## src/rtl/dvp_tx_emitter.sv

```systemverilog
// DVP camera-side transmitter: emits pclk/vsync/href/data frames from a raster pixel stream.
// Build macro DVP_TX_TEST_PATTERN_EN adds tpg_en_i and an internal (col ^ row) pattern source.
module dvp_tx_emitter #(
  parameter int GS_PXL_W = 8,
  parameter int COL_NUM  = 640,
  parameter int ROW_NUM  = 480,
  parameter int VS_CYC   = 3,
  parameter int VBP_CYC  = 8,
  parameter int HBL_CYC  = 16
) (
  input  logic                clk,
  input  logic                rst,
  input  logic                frm_start_i,
  input  logic [GS_PXL_W-1:0] pxl_i,
  input  logic                pxl_vld_i,
  output logic                pxl_rdy_o,
  output logic                dvp_pclk_o,
  output logic                dvp_vsync_o,
  output logic                dvp_href_o,
  output logic [GS_PXL_W-1:0] dvp_d_o,
  output logic                busy_o,
  output logic                frm_done_o,
  output logic                underflow_o
`ifdef DVP_TX_TEST_PATTERN_EN
  ,
  input  logic                tpg_en_i
`endif
);

  localparam int COL_W  = (COL_NUM > 1) ? $clog2(COL_NUM) : 1;
  localparam int ROW_W  = (ROW_NUM > 0) ? $clog2(ROW_NUM + 1) : 1;
  localparam int BL_MAX = (VS_CYC > VBP_CYC) ? ((VS_CYC > HBL_CYC) ? VS_CYC : HBL_CYC)
                                             : ((VBP_CYC > HBL_CYC) ? VBP_CYC : HBL_CYC);
  localparam int BL_W   = (BL_MAX > 1) ? $clog2(BL_MAX) : 1;

  localparam logic [COL_W-1:0] COL_LAST = COL_W'(COL_NUM - 1);
  localparam logic [ROW_W-1:0] ROW_END  = ROW_W'(ROW_NUM);
  localparam logic [BL_W-1:0]  VS_LAST  = BL_W'(VS_CYC - 1);
  localparam logic [BL_W-1:0]  VBP_LAST = BL_W'(VBP_CYC - 1);
  localparam logic [BL_W-1:0]  HBL_LAST = BL_W'(HBL_CYC - 1);

  typedef enum logic [2:0] {IDLE, VSYNC, VBP, LINE, HBL} state_t;

  function automatic logic [GS_PXL_W-1:0] tpg_pixel(input logic [COL_W-1:0] col,
                                                    input logic [ROW_W-1:0] row);
    return GS_PXL_W'(32'(col) ^ 32'(row));
  endfunction

  state_t              state, state_nxt;
  logic                ph_p1;
  logic [COL_W-1:0]    col_p0, col_p1;
  logic [ROW_W-1:0]    row_p0, row_p1;
  logic [BL_W-1:0]     cnt_p0, cnt_p1;
  logic                vsync_p0, vsync_p1;
  logic                vld_p0, vld_p1;
  logic [GS_PXL_W-1:0] d_p0, d_p1;
  logic                busy_p0, busy_p1;
  logic                done_p0, done_p1;
  logic                unf_p0, unf_p1;
  logic                tpg_p0, tpg_p1;
  logic                tpg_req;
  logic                line_slot;

`ifdef DVP_TX_TEST_PATTERN_EN
  assign tpg_req = tpg_en_i;
`else
  assign tpg_req = 1'b0;
`endif

  // p0: next-state and next-output decode; only acts on tick cycles (ph=1)
  always_comb begin
    state_nxt = state;
    col_p0    = col_p1;
    row_p0    = row_p1;
    cnt_p0    = cnt_p1;
    vsync_p0  = vsync_p1;
    vld_p0    = vld_p1;
    d_p0      = d_p1;
    busy_p0   = busy_p1;
    done_p0   = 1'b0;
    unf_p0    = unf_p1;
    tpg_p0    = tpg_p1;
    line_slot = 1'b0;
    if (ph_p1) begin
      case (state)
        IDLE: begin
          if (frm_start_i) begin
            state_nxt = VSYNC;
            vsync_p0  = 1'b1;
            busy_p0   = 1'b1;
            unf_p0    = 1'b0;
            tpg_p0    = tpg_req;
            cnt_p0    = '0;
          end
        end
        VSYNC: begin
          if (cnt_p1 == VS_LAST) begin
            state_nxt = VBP;
            vsync_p0  = 1'b0;
            cnt_p0    = '0;
          end else begin
            cnt_p0 = cnt_p1 + 1'b1;
          end
        end
        VBP: begin
          if (cnt_p1 == VBP_LAST) begin
            state_nxt = LINE;
            cnt_p0    = '0;
            line_slot = 1'b1;
          end else begin
            cnt_p0 = cnt_p1 + 1'b1;
          end
        end
        LINE: begin
          if (col_p1 == COL_LAST) begin
            state_nxt = HBL;
            col_p0    = '0;
            row_p0    = row_p1 + 1'b1;
          end else begin
            col_p0    = col_p1 + 1'b1;
            line_slot = 1'b1;
          end
        end
        HBL: begin
          if (cnt_p1 == HBL_LAST) begin
            cnt_p0 = '0;
            if (row_p1 == ROW_END) begin
              state_nxt = IDLE;
              row_p0    = '0;
              busy_p0   = 1'b0;
              done_p0   = 1'b1;
            end else begin
              state_nxt = LINE;
              line_slot = 1'b1;
            end
          end else begin
            cnt_p0 = cnt_p1 + 1'b1;
          end
        end
        default: state_nxt = IDLE;
      endcase
      vld_p0 = line_slot;
      if (!line_slot)
        d_p0 = '0;
      else if (tpg_p1)
        d_p0 = tpg_pixel(col_p0, row_p1);
      else
        d_p0 = pxl_vld_i ? pxl_i : '0;
      // a missed slot is not retried: the column still advances, data goes out as zero
      if (line_slot && !tpg_p1 && !pxl_vld_i)
        unf_p0 = 1'b1;
    end
  end

  assign pxl_rdy_o = line_slot & ~tpg_p1;

  // p1: registered state, counters and DVP outputs
  always_ff @(posedge clk) begin
    if (rst) begin
      ph_p1    <= 1'b0;
      state    <= IDLE;
      col_p1   <= '0;
      row_p1   <= '0;
      cnt_p1   <= '0;
      vsync_p1 <= 1'b0;
      vld_p1   <= 1'b0;
      d_p1     <= '0;
      busy_p1  <= 1'b0;
      done_p1  <= 1'b0;
      unf_p1   <= 1'b0;
      tpg_p1   <= 1'b0;
    end else begin
      ph_p1    <= ~ph_p1;
      state    <= state_nxt;
      col_p1   <= col_p0;
      row_p1   <= row_p0;
      cnt_p1   <= cnt_p0;
      vsync_p1 <= vsync_p0;
      vld_p1   <= vld_p0;
      d_p1     <= d_p0;
      busy_p1  <= busy_p0;
      done_p1  <= done_p0;
      unf_p1   <= unf_p0;
      tpg_p1   <= tpg_p0;
    end
  end

  assign dvp_pclk_o  = ph_p1;
  assign dvp_vsync_o = vsync_p1;
  assign dvp_href_o  = vld_p1;
  assign dvp_d_o     = d_p1;
  assign busy_o      = busy_p1;
  assign frm_done_o  = done_p1;
  assign underflow_o = unf_p1;

endmodule

```

## config.mk

```make
export PLATFORM = sky130hd
export DESIGN_NAME = dvp_tx_emitter
export DESIGN_NICKNAME = d
export VERILOG_FILES = /design/src/rtl/dvp_tx_emitter.sv
export SDC_FILE = /design/constraint.sdc
export NUM_CORES = 1
export LEC_CHECK = 0
export CAP_MARGIN = 10
export CORE_MARGIN = 4
export CORE_UTILIZATION = 57
export CTS_CLUSTER_SIZE = 10
export DETAILED_ROUTE_END_ITERATION = 12
export GPL_ROUTABILITY_DRIVEN = 1
export PLACE_DENSITY = 0.83
export SETUP_SLACK_MARGIN = 0.3
export SYNTH_ARGS = -nofsm -noshare
export SYNTH_HDL_FRONTEND = slang
export SYNTH_SLANG_ARGS = --single-unit
```

## constraint.sdc

```tcl
create_clock -name clk -period 4.5 [get_ports clk]
set_input_delay 0.9 -clock clk [delete_from_list [all_inputs] [get_ports clk]]
set_output_delay 0.9 -clock clk [all_outputs]
set_load 0.005 [all_outputs]
```

==> flow_summary_export.csv <==
group,metric,value,unit
synth,yosys_register_bits,40,
synth,syn_nets,234,
sta,period_needed,3.473,ns
final_layout,num_antenna_cells,0,
clock_network,ctsResizeCount,0,
power,vdd_drop_max,0.1783,mV
floorplanning,coreArea,3103,µm²
clock_network,postCtsHoldBufs,0,
synth,synth_edf_count,0,
clock_network,clkLatencyLatePin,0.35,ns
drt,drc,0,
clock_network,clk_pin_slew,0.12,ns
clock_network,tritoncts,"yes",
critical_path,critPathLaunchType,"flop",
sta,fin_crit_sh,0.7718,
sta,rsz0062_at_grt,"false",
global_routing,grt_max_degree,22,
final_layout,postLayoutCoreUtil,0.7234,
global_routing,grt_pass1_vias,1484,
drt,vias_per_cell,5.641,
power,power_density,316.5,nW/µm²
sta,setup_viol,0,
clock_network,cts.sinks,40,
synth,yosys_warnings,0,
drt,drt_iter0_drc,135,
placed_design,io_buffers,26,
floorplanning,start_util,0.6101,
clock_network,clock_path_buffers,2,
final_layout,layout_common_cells,"dfxtp_1 (40), nor2_1 (28), clkdlybuf4s50_1 (26), nand2_1 (20), a21oi_1 (11)",
sta,worst_slew_pin_slew,0.7882,ns
clock_network,htree_levels,2,
synth,synth_compound_area_frac,0.1580,
power,p_leak,0.0007537,µW
synth,yosys.area_share.simple,0.2624,
drt,wl_per_cell,13.05,µm
critical_path,arrival,2.57,ns
synth,synthMuxAreaShare,0.005948,
synth,synth_top_family_by_area,"simple AND/OR/NAND/NOR gates",
floorplanning,rows,20,
placed_design,dp_hpwl,2.716,mm
power,total_power,710.4,µW
synth,yosysUniqueCellTypes,43,
synth,synth-xor-area-share,0.06940,
global_routing,antenna_found_initial,0,
clock_network,clockRootBuffer,"clkbuf_4",
synth,synthCells,217,
global_routing,gr-total-overflow,0,
hold_path,hp-class,"reg -> reg",
critical_path,cp.required,3.60,ns
global_routing,grt_use_total,0.1969,
run,maxCapViolations,0,
sta,setup_slack,1.027,ns
synth,netlist_area,1893,µm²
clock_network,post_cts_buffers,0,
sta,final-max-slew-violation-count,0,
floorplanning,die-height,65.63,µm
clock_network,cts_buffers,5,
synth,seq_area_frac_synth,0.4230,
critical_path,path_max_fanout,11,
drt,first_pass_iters,4,
placed_design,routabilityCongestion,0.7961,
floorplanning,die_width,65.63,µm
final_layout,drive_above_1_share,0.05761,
status,status,"finished, final reports clean",
critical_path,timing.rr.start,"state[1]$_SDFFE_PP0P_",
synth,avgSynthCellArea,8.724,µm²
critical_path,cp-startpoint,"row_p1[0]$_SDFFE_PP0P_",
sta,hold_viol,0,
placed_design,post-place-ws,1.389,ns
drt,ant_nets,0,
floorplanning,die_area,4307,µm²
sta,relSlewSlack,0.4678,
synth,async_flop_share,0,
sta,setup_tns,0,ns
synth,synthAdderAreaFrac,0.03305,
floorplanning,io_pins,27,
final_layout,synthToLayoutAreaGrowth,18.57,%
hold_path,holdCritStartpoint,"dvp_d_o[7]$_SDFFE_PP0P_",
global_routing,grt_pass1_wl,6.589,mm
final_layout,num-fill-cells,253,
critical_path,crit_type,"reg -> out",
synth,synthFlopType,"dfxtp_1",
drt,dr_total_vias,1619,
critical_path,cp-end-kind,"primary output",
final_layout,final_common_cell,"dfxtp_1",
final_layout,final_net_count,259,
drt,wl,3.746,mm
sta,skew,0.01815,ns
sta,max_freq,0.2879,GHz
==> flip-flops by register name (all words and copies together) (netlist names) <==
signal	count
col_p1	10
row_p1	9
dvp_d_o	8
cnt_p1	4
state	3
busy_o	1
dvp_href_o	1
dvp_pclk_o	1
dvp_vsync_o	1
frm_done_o	1
underflow_o	1
==> critical path, cell delays in order (launching register included) <==
cell and delay, ns:
dfxtp_1 0.34, inv_1 0.09, ha_1 0.15, nand2b_1 0.06, or4_1 0.49, a31oi_1 0.17
nand2b_1 0.25, and2_1 0.25, clkdlybuf4s50_1 0.44
==> synthesized netlist by cell type, types with 3 or more instances <==
master    instances  area share
a32o_1            9       0.048
nand3_1          10       0.026
nand2b_1          4       0.013
nor2_1           28       0.056
nand2_1          20       0.040
xor2_1            6       0.028
and3_1            3      0.0099
nor2b_1           3      0.0099
a21oi_1          11       0.029
a211oi_1          3       0.012
nor3_1            5       0.013
nand4_1           3      0.0099
clkbuf_1          4      0.0079
inv_1             8       0.016
o21ai_0           6       0.016
or3_1             3      0.0099
nor4_1            5       0.017
xnor2_1           9       0.042
a31oi_1           3      0.0099
ha_1              5       0.033
dfxtp_1          40        0.42
==> cells by family (layout without fill, tap and decap cells) <==
group                    after synthesis  count (layout)
buffers and inverters                 17              43
multiplexers                           1               1
XOR/XNOR                              15              15
adder cells (fa/ha/maj)                5               5
AO/OA/AOI/OAI                         42              42
flip-flops                            40              40
AND/OR/NAND/NOR                       97              97
==> layout make-up <==
type                            instances  area, µm²  share of cell area
Timing Repair Buffer                   27      267.8              0.1193
Inverter                                8      30.03             0.01338
Tap cell                               44      55.05             0.02453
Clock inverter                          2      38.79             0.01728
Multi-Input combinational cell        160       1001              0.4459
Sequential cell                        40      800.8              0.3567
Clock buffer                            6      51.30             0.02285
==> stage by stage <==
stage / hold slack, ns / std cells / instance area [µm²]
5_1_grt: 0.5058 / 287 / 2245
2_1_floorplan: 0.4537 / 217 / 1893
6_report: 0.4786 / 287 / 2245
3_5_place_dp: 0.4537 / 279 / 2155
4_1_cts: 0.4841 / 287 / 2245
3_3_place_gp: 0.4484 / 279 / 2155
==> routing by layer <==
layer | wire, µm | GRT usage | share of wire | vias up
met3 | 168 | 0.04274 | 0.045 | 8
met5 | 0 | 0 | 0 | -
li1 | - | - | - | 834
met1 | 1709 | 0.2421 | 0.46 | 747
met2 | 1799 | 0.3191 | 0.48 | 30
met4 | 68 | 0.1036 | 0.018 | 0
==> report_power, final <==
group / total [µW] / switching, µW / leakage, µW / internal, µW
sequential: 380 / 17.1 / 0.000323 / 363
clock: 248 / 115 / 0.0000484 / 133
combinational: 82.4 / 45.1 / 0.000382 / 37.3
==> path summary, 6_finish.rpt <==
path	depth (start not counted)	slack [ns]	to
worst min-delay path	1	0.48	dvp_d_o[7]$_SDFFE_PP0P_
worst max register to register	5	2.30	col_p1[7]$_SDFFE_PP0P_
worst min register to register	1	0.48	dvp_d_o[7]$_SDFFE_PP0P_
worst max-delay path	8	1.03	pxl_rdy_o
Power figures use the tool's default switching activity.
